$ cat src/rtl/fano_pkg.sv
// Shared types and constants for the Fano sync-search controller and the
// register block that reports its status.
package fano_pkg;

  // o_state encoding, also read back through the read-only status register
  localparam logic [1:0] STATE_CODE_IDLE   = 2'd0;
  localparam logic [1:0] STATE_CODE_APPLY  = 2'd1;
  localparam logic [1:0] STATE_CODE_DWELL  = 2'd2;
  localparam logic [1:0] STATE_CODE_LOCKED = 2'd3;

  localparam int RST_LEN_DEFAULT = 16;

  typedef enum logic [1:0] {
    ST_IDLE   = STATE_CODE_IDLE,
    ST_APPLY  = STATE_CODE_APPLY,
    ST_DWELL  = STATE_CODE_DWELL,
    ST_LOCKED = STATE_CODE_LOCKED
  } fano_state_t;

endpackage

$ cat src/rtl/fano_sync_search_ctrl_if.sv
// Configuration, decoder-status and hypothesis signals between the register
// block / decoder core (master) and the sync-search controller (slave).
interface fano_sync_search_ctrl_if #(
  parameter int ANGLE_W = 3,
  parameter int LLR_W   = 3,
  parameter int DWELL_W = 24,
  parameter int LOST_W  = 16
);
  // No valid/ready handshake on this boundary: config and i_sync are levels
  // sampled every cycle, i_restart is a one-cycle pulse, outputs are registered.
  logic               i_enable;
  logic               i_restart;
  logic [ANGLE_W-1:0] i_angle_max;
  logic [LLR_W-1:0]   i_llr_max;
  logic [DWELL_W-1:0] i_dwell;
  logic [LOST_W-1:0]  i_lost_thr;
  logic               i_sync;
  logic [ANGLE_W-1:0] o_angle_step;
  logic [LLR_W-1:0]   o_llr_order;
  logic               o_dec_reset;
  logic               o_locked;
  logic [1:0]         o_state;
  logic [7:0]         o_sweep_cnt;

  modport master (
    output i_enable, i_restart, i_angle_max, i_llr_max, i_dwell, i_lost_thr, i_sync,
    input  o_angle_step, o_llr_order, o_dec_reset, o_locked, o_state, o_sweep_cnt
  );

  modport slave (
    input  i_enable, i_restart, i_angle_max, i_llr_max, i_dwell, i_lost_thr, i_sync,
    output o_angle_step, o_llr_order, o_dec_reset, o_locked, o_state, o_sweep_cnt
  );

endinterface

$ cat src/rtl/fano_hyp_step.sv
// Next hypothesis in the {llr_order, angle_step} sweep; angle is the fast index.
// A field already above its max counts as at-max and wraps to 0.
module fano_hyp_step #(
  parameter int ANGLE_W = 3,
  parameter int LLR_W   = 3
) (
  input  logic [ANGLE_W-1:0] cur_angle,
  input  logic [LLR_W-1:0]   cur_llr,
  input  logic [ANGLE_W-1:0] angle_max,
  input  logic [LLR_W-1:0]   llr_max,
  output logic [ANGLE_W-1:0] next_angle,
  output logic [LLR_W-1:0]   next_llr,
  output logic               wrap
);

  always_comb begin
    next_angle = cur_angle;
    next_llr   = cur_llr;
    wrap       = 1'b0;
    if (cur_angle < angle_max) begin
      next_angle = cur_angle + ANGLE_W'(1);
    end else begin
      next_angle = '0;
      if (cur_llr < llr_max) begin
        next_llr = cur_llr + LLR_W'(1);
      end else begin
        next_llr = '0;
        wrap     = 1'b1;
      end
    end
  end

endmodule

$ cat src/rtl/fano_sync_search_ctrl.sv
// Acquisition scheduler for one Fano decoder channel: sweeps hypotheses with a
// decoder reset pulse and dwell per step, locks on sync, re-searches on loss.
module fano_sync_search_ctrl
  import fano_pkg::*;
#(
  parameter int ANGLE_W = 3,
  parameter int LLR_W   = 3,
  parameter int DWELL_W = 24,
  parameter int LOST_W  = 16,
  parameter int RST_LEN = RST_LEN_DEFAULT
) (
  input  logic                   i_clk,
  input  logic                   i_reset,
  fano_sync_search_ctrl_if.slave bus
);

  localparam int RST_CW = (RST_LEN > 1) ? $clog2(RST_LEN) : 1;
  localparam logic [RST_CW-1:0] RST_CNT_LAST = RST_CW'(RST_LEN - 1);

  fano_state_t        state_q, state_n;
  logic [ANGLE_W-1:0] angle_q, angle_n, step_angle;
  logic [LLR_W-1:0]   llr_q, llr_n, step_llr;
  logic               step_wrap;
  logic [7:0]         sweep_q, sweep_n;
  logic [RST_CW-1:0]  rst_cnt_q, rst_cnt_n;
  logic [DWELL_W-1:0] dwell_q, dwell_n, dwell_last;
  logic [LOST_W-1:0]  lost_q, lost_n;
  logic [LOST_W:0]    lost_inc, lost_lim;
  logic               dec_reset_q, locked_q;

  fano_hyp_step #(
    .ANGLE_W (ANGLE_W),
    .LLR_W   (LLR_W)
  ) u_hyp_step (
    .cur_angle  (angle_q),
    .cur_llr    (llr_q),
    .angle_max  (bus.i_angle_max),
    .llr_max    (bus.i_llr_max),
    .next_angle (step_angle),
    .next_llr   (step_llr),
    .wrap       (step_wrap)
  );

  // Zero limits behave as one; config is live, so compare with >= not ==.
  assign dwell_last = (bus.i_dwell == '0) ? '0 : bus.i_dwell - DWELL_W'(1);
  assign lost_inc   = {1'b0, lost_q} + (LOST_W + 1)'(1);
  assign lost_lim   = (bus.i_lost_thr == '0) ? (LOST_W + 1)'(1) : {1'b0, bus.i_lost_thr};

  always_comb begin
    state_n   = state_q;
    angle_n   = angle_q;
    llr_n     = llr_q;
    sweep_n   = sweep_q;
    rst_cnt_n = '0;
    dwell_n   = '0;
    lost_n    = '0;
    if (!bus.i_enable) begin
      state_n = ST_IDLE;
    end else if (bus.i_restart) begin
      state_n = ST_APPLY;
      angle_n = '0;
      llr_n   = '0;
      sweep_n = '0;
    end else begin
      case (state_q)
        ST_IDLE: state_n = ST_APPLY;
        ST_APPLY: begin
          if (rst_cnt_q >= RST_CNT_LAST) state_n = ST_DWELL;
          else rst_cnt_n = rst_cnt_q + RST_CW'(1);
        end
        ST_DWELL: begin
          if (bus.i_sync) begin
            state_n = ST_LOCKED;
          end else if (dwell_q >= dwell_last) begin
            state_n = ST_APPLY;
            angle_n = step_angle;
            llr_n   = step_llr;
            if (step_wrap && sweep_q != 8'hFF) sweep_n = sweep_q + 8'd1;
          end else begin
            dwell_n = dwell_q + DWELL_W'(1);
          end
        end
        default: begin
          if (bus.i_sync) lost_n = '0;
          else if (lost_inc >= lost_lim) state_n = ST_APPLY;
          else lost_n = lost_inc[LOST_W-1:0];
        end
      endcase
    end
  end

  always_ff @(posedge i_clk or posedge i_reset) begin
    if (i_reset) begin
      state_q     <= ST_IDLE;
      angle_q     <= '0;
      llr_q       <= '0;
      sweep_q     <= '0;
      rst_cnt_q   <= '0;
      dwell_q     <= '0;
      lost_q      <= '0;
      dec_reset_q <= 1'b0;
      locked_q    <= 1'b0;
    end else begin
      state_q     <= state_n;
      angle_q     <= angle_n;
      llr_q       <= llr_n;
      sweep_q     <= sweep_n;
      rst_cnt_q   <= rst_cnt_n;
      dwell_q     <= dwell_n;
      lost_q      <= lost_n;
      dec_reset_q <= (state_n == ST_APPLY);
      locked_q    <= (state_n == ST_LOCKED);
    end
  end

  assign bus.o_angle_step = angle_q;
  assign bus.o_llr_order  = llr_q;
  assign bus.o_dec_reset  = dec_reset_q;
  assign bus.o_locked     = locked_q;
  assign bus.o_state      = state_q;
  assign bus.o_sweep_cnt  = sweep_q;

endmodule

$ cat src/flat_wrapper.sv
// flat-port wrapper written by rule: the top's interface ports become plain ports
module fano_sync_search_ctrl_flat import fano_pkg::*;
#(
  parameter int ANGLE_W = 3,
  parameter int LLR_W   = 3,
  parameter int DWELL_W = 24,
  parameter int LOST_W  = 16,
  parameter int RST_LEN = RST_LEN_DEFAULT
)
  (i_clk, i_reset, bus_i_enable, bus_i_restart, bus_i_angle_max, bus_i_llr_max, bus_i_dwell, bus_i_lost_thr, bus_i_sync, bus_o_angle_step, bus_o_llr_order, bus_o_dec_reset, bus_o_locked, bus_o_state, bus_o_sweep_cnt);
  fano_sync_search_ctrl_if #(.ANGLE_W(ANGLE_W), .LLR_W(LLR_W), .DWELL_W(DWELL_W), .LOST_W(LOST_W)) bus_i ();
  input  logic i_clk;
  input  logic i_reset;
  input wire logic [$bits(bus_i.i_enable)-1:0] bus_i_enable;
  input wire logic [$bits(bus_i.i_restart)-1:0] bus_i_restart;
  input wire logic [$bits(bus_i.i_angle_max)-1:0] bus_i_angle_max;
  input wire logic [$bits(bus_i.i_llr_max)-1:0] bus_i_llr_max;
  input wire logic [$bits(bus_i.i_dwell)-1:0] bus_i_dwell;
  input wire logic [$bits(bus_i.i_lost_thr)-1:0] bus_i_lost_thr;
  input wire logic [$bits(bus_i.i_sync)-1:0] bus_i_sync;
  output wire logic [$bits(bus_i.o_angle_step)-1:0] bus_o_angle_step;
  output wire logic [$bits(bus_i.o_llr_order)-1:0] bus_o_llr_order;
  output wire logic [$bits(bus_i.o_dec_reset)-1:0] bus_o_dec_reset;
  output wire logic [$bits(bus_i.o_locked)-1:0] bus_o_locked;
  output wire logic [$bits(bus_i.o_state)-1:0] bus_o_state;
  output wire logic [$bits(bus_i.o_sweep_cnt)-1:0] bus_o_sweep_cnt;
  assign bus_i.i_enable = bus_i_enable;
  assign bus_i.i_restart = bus_i_restart;
  assign bus_i.i_angle_max = bus_i_angle_max;
  assign bus_i.i_llr_max = bus_i_llr_max;
  assign bus_i.i_dwell = bus_i_dwell;
  assign bus_i.i_lost_thr = bus_i_lost_thr;
  assign bus_i.i_sync = bus_i_sync;
  assign bus_o_angle_step = bus_i.o_angle_step;
  assign bus_o_llr_order = bus_i.o_llr_order;
  assign bus_o_dec_reset = bus_i.o_dec_reset;
  assign bus_o_locked = bus_i.o_locked;
  assign bus_o_state = bus_i.o_state;
  assign bus_o_sweep_cnt = bus_i.o_sweep_cnt;
  fano_sync_search_ctrl #(.ANGLE_W(ANGLE_W), .LLR_W(LLR_W), .DWELL_W(DWELL_W), .LOST_W(LOST_W), .RST_LEN(RST_LEN)) u_core (.i_clk(i_clk), .i_reset(i_reset), .bus(bus_i));
endmodule
$ cat config.mk
export PLATFORM = sky130hd
export DESIGN_NAME = fano_sync_search_ctrl_flat
export DESIGN_NICKNAME = d
export VERILOG_FILES = /design/src/rtl/fano_pkg.sv /design/src/rtl/fano_sync_search_ctrl_if.sv /design/src/rtl/fano_hyp_step.sv /design/src/rtl/fano_sync_search_ctrl.sv /design/src/flat_wrapper.sv
export SDC_FILE = /design/constraint.sdc
export NUM_CORES = 1
export LEC_CHECK = 0
export ABC_AREA = 1
export ABC_CLOCK_PERIOD_IN_PS = 2800
export BUFFER_PORTS_ARGS = -buffer_cell sky130_fd_sc_hd__buf_4
export CAP_MARGIN = 25
export CORE_MARGIN = 2
export CORE_UTILIZATION = 30
export DETAILED_ROUTE_END_ITERATION = 12
export GPL_TIMING_DRIVEN = 1
export PLACE_DENSITY_LB_ADDON = 0.08
export RECOVER_POWER = 25
export SLEW_MARGIN = 10
export SYNTH_ARGS = -nofsm -noshare
export SYNTH_HDL_FRONTEND = slang
export SYNTH_SLANG_ARGS = --single-unit
$ cat constraint.sdc
create_clock -name i_clk -period 2.8 [get_ports i_clk]
set_input_delay 0.28 -clock i_clk [delete_from_list [all_inputs] [get_ports i_clk]]
set_output_delay 0.28 -clock i_clk [all_outputs]
set_load 0.03 [all_outputs]
==> flow_summary.toml, run 1 <==
[run_status]
status = "finished, violations left"
violations = "setup timing"

[route]
route.antenna.remaining_nets = 0
wl_per_cell_um = 12.7
viasPerCell = 4.54
num_vias = 5117
wirelength_um = 14400
drc = 0
firstDrtPassIters = 6
drt_iter0_markers = 186

[clocking]
cts_buffers = 9
cts_tree = "done"
cts-root-buf = "clkbuf_16"
clock_path_buffers = 2
cts_hold_buffers = 0
cts_max_level = 3
cts.sink_count = 62
clock_latency_ns = 0.33
clk_pin_slew_worst_paths_ns = 0.05

[synthesis]
yosys.cell_types.count = 44
ys.flop_type = "dfrtp_1"
netlist_instances = 705
synth_nets = 808
synthesis.area_um2 = 5060
synth_area_leader_cell = "dfrtp_1"
ys_top_cells_by_area = "dfrtp_1 31%, ha_1 13%, nand2_1 12%"
synth.avg_cell_area_um2 = 7.18
ys_top_cells_by_count = "158 x nand2_1, 113 x nor2_1, 109 x inv_1"
synth_edf_count = 0
yosysSeqAreaShare_pct = 30.6
synth-seq-cells = 62
synth_top_area_share_pct = 30.6
async_reset_ff_share_pct = 100
post-synth-top-count-cell = "nand2_1"
yosysWarnings = 0

[timing]
slew_headroom_pct = 22.0
tightest_slew_ns = 1.17
rsz0062_at_grt = "yes"
hold_ws_ns = 0.195
fin_skew_ns = 0.00691
finalSetupTns_ns = -0.336
max_freq_ghz = 0.352
fin_crit_sh_pct = 101
fin_ws_ns = -0.0414
setup-violations-final = 15
finalHoldViolCount = 0
fin_crit_ns = 2.84
maxSlewViolCount = 0

[setup_path]
crit_required_ns = 3.02
r2r_cells = 22
critical_path_arrival_ns = 3.06
ff2ff_setup_slack_ns = -0.04
startpoint_type = "register"
criticalPathCategory = "reg2reg"
crit_path_end_kind = "register"
worstPathMaxFanout = 4

[power_and_ir_drop]
leakage_nw = 3.88
peakVddDrop_uv = 302
p_per_area_nw_per_um2 = 342

[placed_design]
dp_hpwl_um = 10800
io_buffers = 68
finalWeightedCongestion = 0.819
dp_cells = 1086

[global_routing]
grt_pass1_wl_um = 24000
grt_usage_pct = 16.3
grt_pass1_vias = 5260
antenna_found_initial = 0
grt_max_degree = 35
grt_overflow = 0

[cells_and_area]
fill_cells = 1663
final_cells = 1128
nets = 1006
synthToLayoutAreaGrowth_pct = 52.9
diodes = 0
drive_gt1_share_pct = 38.3

[floorplan]
die_width_um = 134
dieArea_um2 = 17900
num_rows = 47
io_pins = 69
initial_core_util_pct = 30.6
core_um2 = 16500
die_height_um = 134

[hold_path]
hold_path.class = "in2reg"
whs_path_depth = 3

[flow_run]
drv_cap = 0
what timing repair did:
| action | CTS | global route |
|---|---|---|
| cloned | 4 | 0 |
| setup endpoints to repair | 58 | 58 |
| gates resized for setup | 92 | 75 |
| pin swaps | 32 | 29 |
| setup buffers | 16 | 6 |
registers in the layout, summed over array words and instances, names as in the netlist:
signal / cells
u_core.bus.o_state: 2
u_core.rst_cnt_q: 4
u_core.bus.o_llr_order: 3
u_core.bus.o_dec_reset: 1
u_core.bus.o_sweep_cnt: 8
u_core.bus.o_angle_step: 3
u_core.dwell_q: 24
u_core.lost_q: 16
u_core.bus.o_locked: 1
final cells by class:
type	count	area [um2]	area share [%]
repair buffers	194	1580	20.5
flip-flops and latches	62	1550	20.0
inverters	109	412	5.32
well taps	220	275	3.56
clock buffers	12	246	3.19
clock inverters	4	22.5	0.291
multi-input cells	527	3650	47.1
worst max-delay path, stage by stage (launching register included):
cell	delay [ns]
dfrtp_1	0.36
ha_2	0.18
nand2_1	0.05
nor2_1	0.09
buf_4	0.15
nand3_4	0.09
nor2_4	0.13
xor2_2	0.22
inv_2	0.07
ha_4	0.30
nand2_4	0.05
nor2_4	0.10
and2_1	0.13
nand2_1	0.06
nand3_2	0.10
nand2_1	0.06
nand2_1	0.08
nand2_2	0.11
buf_6	0.15
nand2_1	0.05
nand2_1	0.05
nand3_1	0.08
nor2_2	0.05
final timing paths:
path | start | to
worst max-delay path | u_core.lost_q[0] | u_core.bus.o_locked
min in group asynchronous | i_reset | u_core.dwell_q[1]
worst min-delay path | bus_i_enable | u_core.bus.o_state[0]
max in group asynchronous | i_reset | u_core.lost_q[2]
worst max register to register | u_core.lost_q[0] | u_core.bus.o_locked
worst min register to register | u_core.rst_cnt_q[0] | u_core.rst_cnt_q[0]
per-stage QoR:
step	setup WS (ns)	area (um2)	total power [mW]	util (%)
2_1_floorplan	0.00134	5060	1.34	-
5_1_grt	-0.296	7740	2.81	46.8
3_3_place_gp	-0.618	6600	1.61	39.9
4_1_cts	-0.0958	7420	2.67	44.9
3_5_place_dp	-0.658	6600	1.62	39.9
6_report	-0.0414	7740	2.65	46.8
per-layer routing:
metal / up-vias / routed length [um] / track usage (%)
met3: 15 / 322 / 2.65
met2: 53 / 7490 / 29.9
met1: 2401 / 6400 / 20.1
met4: 0 / 136 / 3.37
li1: 2648 / - / -
met5: - / 0 / 0
logic make-up after synthesis:
kind of cell	count (synthesis)	synth area share [%]
AO/OA/AOI/OAI	64	7.44
XOR/XNOR	35	6.06
adder cells (fa/ha/maj)	52	12.9
buffers and inverters	116	8.80
flip-flops	62	30.6
AND/OR/NAND/NOR	376	34.2
power by group:
group	leakage (nW)	internal (mW)	switching, mW
clock	0.132	0.618	0.395
combinational	2.89	0.267	0.353
sequential	0.852	0.948	0.0648
total	3.88	1.83	0.813
cell usage in the layout, fill, tap and decap left out, types with 21 or more instances in the layout:
| cell | instances |
|---|---|
| a21oi_1 | 21 |
| buf_4 | 178 |
| dfrtp_1 | 62 |
| ha_1 | 46 |
| inv_1 | 97 |
| nand2_1 | 138 |
| nand3_1 | 31 |
| nor2_1 | 70 |
| nor2_2 | 22 |
| nor2_4 | 29 |
| xor2_1 | 21 |
Note: power is estimated with default switching activity, not from simulation.
==> run 2, diff against run 1 <==
--- a/config.mk
+++ b/config.mk
@@ -9,9 +9,11 @@
 export ABC_CLOCK_PERIOD_IN_PS = 2800
 export BUFFER_PORTS_ARGS = -buffer_cell sky130_fd_sc_hd__buf_4
 export CAP_MARGIN = 25
+export CORE_ASPECT_RATIO = 1.75
 export CORE_MARGIN = 2
 export CORE_UTILIZATION = 30
 export DETAILED_ROUTE_END_ITERATION = 12
+export GPL_ROUTABILITY_DRIVEN = 0
 export GPL_TIMING_DRIVEN = 1
 export PLACE_DENSITY_LB_ADDON = 0.08
 export RECOVER_POWER = 25
==> run 2 against run 1 <==
- the run now ends clean
- largest power group is now clock
- utilization is 0.45 points higher
- non-clock buffer count is 15 lower
- clock skew hardly changed
- combinational power is 8.5% higher
- sequential power hardly changed
- worst setup slack better by 0.091 ns
- fmax is 3.3% higher
- routed wire length is 5.4% higher
- count of clock-buffer cells in the layout stayed put
- largest cell class unchanged
- final area is 0.47% higher
==> flow_summary.toml, run 2 (same netlist as run 1, synthesis figures left out) <==
[route]
firstDrtPassIters = 4
drt_iter0_markers = 130
met2WireLength_um = 8760
wirelength_um = 15100
route.antenna.remaining_nets = 0
dr.max_layer_used = "met4"
wl_met1_um = 5650
viasPerCell = 4.64
wl_per_cell_um = 13.5
num_vias = 5187
drc = 0
wl_met3_um = 351

[global_routing]
antenna_found_initial = 0
grt_usage_pct = 17.3
grt_overflow = 0
grt_pass1_wl_um = 24500
grt_max_degree = 41
grt_pass1_vias = 5319

[cells_and_area]
final_core_util_pct = 47.3
synthToLayoutAreaGrowth_pct = 53.6
final_cells = 1117
largest_register_ffs = 24
multi_input_area_um2 = 3820
nets = 991
finalInstanceArea_um2 = 7770
final_common_cell = "buf_4"
regMostFlops = "u_core.dwell_q"
final_cell_mix = "165 x buf_4, 128 x nand2_1, 96 x inv_1"
diodes = 0
drive_gt1_share_pct = 39.3
sequential_cell_area_um2 = 1550
fill_cells = 1698

[clocking]
cts-root-buf = "clkbuf_16"
clock_path_buffers = 2
clock_latency_ns = 0.33
cts.sink_count = 62
cts_max_level = 3
cts_tree = "done"
clk_pin_slew_worst_paths_ns = 0.05
cts_hold_buffers = 0
cts_buffers = 9

[timing]
fin_crit_ns = 2.75
finalHoldViolCount = 0
maxSlewViolCount = 0
rsz0062_at_grt = "yes"
fin_ws_ns = 0.0499
hold_ws_ns = 0.120
tightest_slew_ns = 1.31
max_freq_ghz = 0.364
finalSetupTns_ns = 0
setup-violations-final = 0
slew_headroom_pct = 12.7
fin_crit_sh_pct = 98.2
fin_skew_ns = 0.00681

[floorplan]
die_height_um = 176
io_pins = 69
initial_core_util_pct = 30.8
core_um2 = 16400
die_width_um = 102
dieArea_um2 = 18000
num_rows = 62

[power_and_ir_drop]
peakVddDrop_uv = 360
p_per_area_nw_per_um2 = 357
total_power_mw = 2.77
leakage_nw = 3.81

[setup_path]
crit_required_ns = 3.02
crit_end = "u_core.bus.o_dec_reset"
reg2reg_to = "u_core.lost_q[13]"
criticalPathCategory = "in2reg"
worstPathMaxFanout = 6
crit_path_end_kind = "register"
ff2ff_setup_slack_ns = 0.10
startpoint = "bus_i_dwell[0]"
r2r-start = "u_core.lost_q[0]"
startpoint_type = "primary input"
critical_path_arrival_ns = 2.97
r2r_cells = 22

[placed_design]
dpl_worst_slack_ns = -0.590
place_area_um2 = 6500
dp_hpwl_um = 11900
io_buffers = 68
dp_cells = 1079

[flow_run]
drv_cap = 0

[run_status]
status = "finished, final reports clean"

[hold_path]
hold_path.class = "in2async"
## run 2: changes by cell type in the layout (fill, tap and decap cells not counted), sizes merged
cell and change:
buf -16, clkbuf +1, clkinv -2, clkinvlp +1, inv +1
## run 2: worst max-delay path, cell delays in order
cell     delay, ns
buf_4         0.11
inv_2         0.07
ha_1          0.16
inv_1         0.07
nor4_1        0.30
nand3_1       0.11
buf_4         0.17
buf_4         0.13
nand3_1       0.11
ha_1          0.26
a21o_1        0.16
nor2_1        0.09
nand2_1       0.07
a21oi_2       0.19
nand2_2       0.09
buf_4         0.14
nand2_1       0.05
nand2_1       0.06
nand2_2       0.08
nand2_2       0.07
nor2_4        0.14
nor2_1        0.05
## run 2: metal layers
layer  track usage, %  vias to the layer above
met5                0                        -
met4             5.50                        0
met3             2.75                       26
met2             33.7                       75
met1             18.2                     2461
li1                 -                     2625
## run 2: worst min-delay path by stage
stage / end / slack [ns] / from / depth (start not counted)
global route: u_core.bus.o_llr_order[0] / 0.17 / i_reset / 3
floorplan: u_core.bus.o_state[0] / 0.42 / bus_i_enable / 2
detailed placement: u_core.bus.o_llr_order[1] / 0.37 / i_reset / 3
finish: u_core.bus.o_llr_order[0] / 0.12 / i_reset / 3
global placement: u_core.bus.o_llr_order[1] / 0.36 / i_reset / 3
CTS: u_core.bus.o_llr_order[1] / 0.01 / i_reset / 3
## run 2: timing repair
action                                  CTS  global route
endpoints found under the setup margin   55            58
pin swaps                                32            43
buffers inserted                         11            10
resized for setup                        54           143
gates cloned                              1             0
## run 2: layout make-up
type | instances | share of cell area [%]
Sequential cell | 62 | 20.0
Clock buffer | 12 | 3.43
Multi-Input combinational cell | 527 | 49.2
Timing Repair Buffer | 179 | 18.2
Inverter | 109 | 5.33
Tap cell | 224 | 3.60
Clock inverter | 4 | 0.370
## run 2: power breakdown
| part | leakage (nW) | internal, mW | switching (mW) |
|---|---|---|---|
| Combinational | 2.82 | 0.285 | 0.388 |
| Clock | 0.141 | 0.673 | 0.417 |
| Sequential | 0.852 | 0.948 | 0.0627 |
==> run 3, diff against run 2 <==
--- a/config.mk
+++ b/config.mk
@@ -15,7 +15,7 @@
 export DETAILED_ROUTE_END_ITERATION = 12
 export GPL_ROUTABILITY_DRIVEN = 0
 export GPL_TIMING_DRIVEN = 1
-export PLACE_DENSITY_LB_ADDON = 0.08
+export PLACE_DENSITY_LB_ADDON = 0.05
 export RECOVER_POWER = 25
 export SLEW_MARGIN = 10
 export SYNTH_ARGS = -nofsm -noshare
==> run 3 against run 2 <==
- the flow now finishes with violations (setup timing)
- clock power increased by 7%
- count of clock-buffer cells in the layout decreased by 2
- largest cell class unchanged
- utilization is 0.98 points lower
- worst setup slack worse by 0.085 ns
- sequential share of layout area grew 0.42 points
- fmax shrank 3.0%
- via count down 1.8%
- final area shrank 2.1%
- critical path type unchanged
- non-clock buffer count did not move
- global-route usage barely moved
==> flow_summary.toml, run 3 (same netlist as run 1, synthesis figures left out) <==
[flow_run]
drv_cap = 0

[global_routing]
grt_usage_pct = 17.3
antenna_found_initial = 0
grt_pass1_vias = 5319
grt_pass1_wl_um = 24600
grt_overflow = 0
grt_max_degree = 25

[timing]
slew_headroom_pct = 52.6
finalHoldViolCount = 0
fin_ws_ns = -0.0350
rsz0062_at_grt = "yes"
max_freq_ghz = 0.353
setup-violations-final = 7
tightest_slew_ns = 0.710
hold_ws_ns = 0.169
finalSetupTns_ns = -0.123
fin_crit_sh_pct = 101
fin_crit_ns = 2.83
maxSlewViolCount = 0
fin_skew_ns = 0.0101

[cells_and_area]
regMostFlops = "u_core.dwell_q"
synthToLayoutAreaGrowth_pct = 50.4
nets = 991
diodes = 0
final_common_cell = "buf_4"
final_cell_mix = "158 x buf_4, 132 x nand2_1, 96 x inv_1"
largest_register_ffs = 24
drive_gt1_share_pct = 36.4

[placed_design]
dp_hpwl_um = 11800
io_buffers = 68

[route]
viasPerCell = 4.56
drc = 0
wl_per_cell_um = 13.3
wirelength_um = 14900
route.antenna.remaining_nets = 0
num_vias = 5095
drt_iter0_markers = 144
firstDrtPassIters = 4

[run_status]
status = "finished, violations left"
violations = "setup timing"

[setup_path]
crit_required_ns = 3.03
crit_path_end_kind = "register"
critPathTopFamily = "simple AND/OR/NAND/NOR gates"
cp_slowest_cell = "ha_1"
startpoint_type = "primary input"
critical_path_buf_inv_count = 3
criticalPathCategory = "in2reg"
slowest_delay_ns = 0.27
critical_path_arrival_ns = 3.06
cpMostUsedCell = "nand2_2"
worstPathMaxFanout = 4

[clocking]
cts_max_level = 3
cts_buffers = 9
clk_pin_slew_worst_paths_ns = 0.06
clock_path_buffers = 2
clock_latency_ns = 0.33
cts_tree = "done"
cts-root-buf = "clkbuf_16"
cts.sink_count = 62

[floorplan]
num_rows = 62
die_width_um = 102
die_height_um = 176
dieArea_um2 = 18000
io_pins = 69
initial_core_util_pct = 30.8
core_um2 = 16400

[hold_path]
hold_path.class = "in2reg"

[power_and_ir_drop]
peakVddDrop_uv = 344
leakage_nw = 3.78
p_per_area_nw_per_um2 = 366
==> run 3: metal layers <==
metal | routed length (um) | vias to the layer above | global-route usage, %
met4 | 350 | 0 | 5.56
met2 | 8540 | 52 | 33.6
li1 | - | 2623 | -
met5 | 0 | - | 0
met3 | 318 | 22 | 2.75
met1 | 5660 | 2398 | 18.3
==> run 3: per-stage QoR <==
| step | cells | power, mW | utilization [%] | instance area [um2] | setup slack, ns |
|---|---|---|---|---|---|
| after CTS | 1115 | 2.83 | 43.9 | 7220 | -0.0556 |
| final | 1117 | 2.79 | 46.3 | 7610 | -0.0350 |
| after floorplan | 705 | 1.34 | - | 5060 | 0.00134 |
| after global routing | 1117 | 2.94 | 46.3 | 7610 | -0.289 |
| after global placement | 1073 | 1.61 | 39.3 | 6460 | -0.559 |
| after detailed placement | 1073 | 1.62 | 39.3 | 6460 | -0.568 |
==> run 3: worst paths after layout <==
| path | startpoint | endpoint | slack [ns] | cells after the start |
|---|---|---|---|---|
| worst max register to register | u_core.lost_q[0] | u_core.bus.o_locked | 0.05 | 22 |
| worst min-delay path | bus_i_enable | u_core.bus.o_state[0] | 0.17 | 3 |
| max in group asynchronous | i_reset | u_core.lost_q[4] | 1.37 | 4 |
| worst min register to register | u_core.rst_cnt_q[0] | u_core.rst_cnt_q[0] | 0.45 | 1 |
| worst max-delay path | bus_i_dwell[2] | u_core.bus.o_dec_reset | -0.03 | 25 |
| min in group asynchronous | i_reset | u_core.bus.o_llr_order[2] | 0.62 | 3 |
==> run 3: what timing repair did <==
item                                    4_1_cts  5_1_grt
hold endpoints to repair                     15        0
hold buffers                                  1        0
cloned                                        1        0
pin swaps                                    30       48
gates resized for setup                      67       96
buffers inserted                             24        2
endpoints found under the setup margin       57       58
==> run 3: worst register-to-register path: cells and delay by family (launching register included) <==
kind                     cells  cell delay (ns)
AND/OR/NAND/NOR             16             1.26
adder cells (fa/ha/maj)      2             0.47
flip-flops                   1             0.39
buffers and inverters        3             0.34
XOR/XNOR                     1             0.20
==> run 3: layout make-up <==
| class | count | area, um2 |
|---|---|---|
| clock inverters | 6 | 67.6 |
| clock buffers | 10 | 239 |
| repair buffers | 179 | 1410 |
| flip-flops and latches | 62 | 1550 |
| well taps | 224 | 280 |
| multi-input cells | 527 | 3660 |
| fillers | 1710 | 8830 |
| inverters | 109 | 412 |
==> run 3: power breakdown <==
part / internal [mW] / switching (mW) / leakage, nW
Combinational: 0.251 / 0.363 / 2.78
Sequential: 0.948 / 0.0597 / 0.852
Clock: 0.718 / 0.449 / 0.145
Total: 1.92 / 0.872 / 3.78
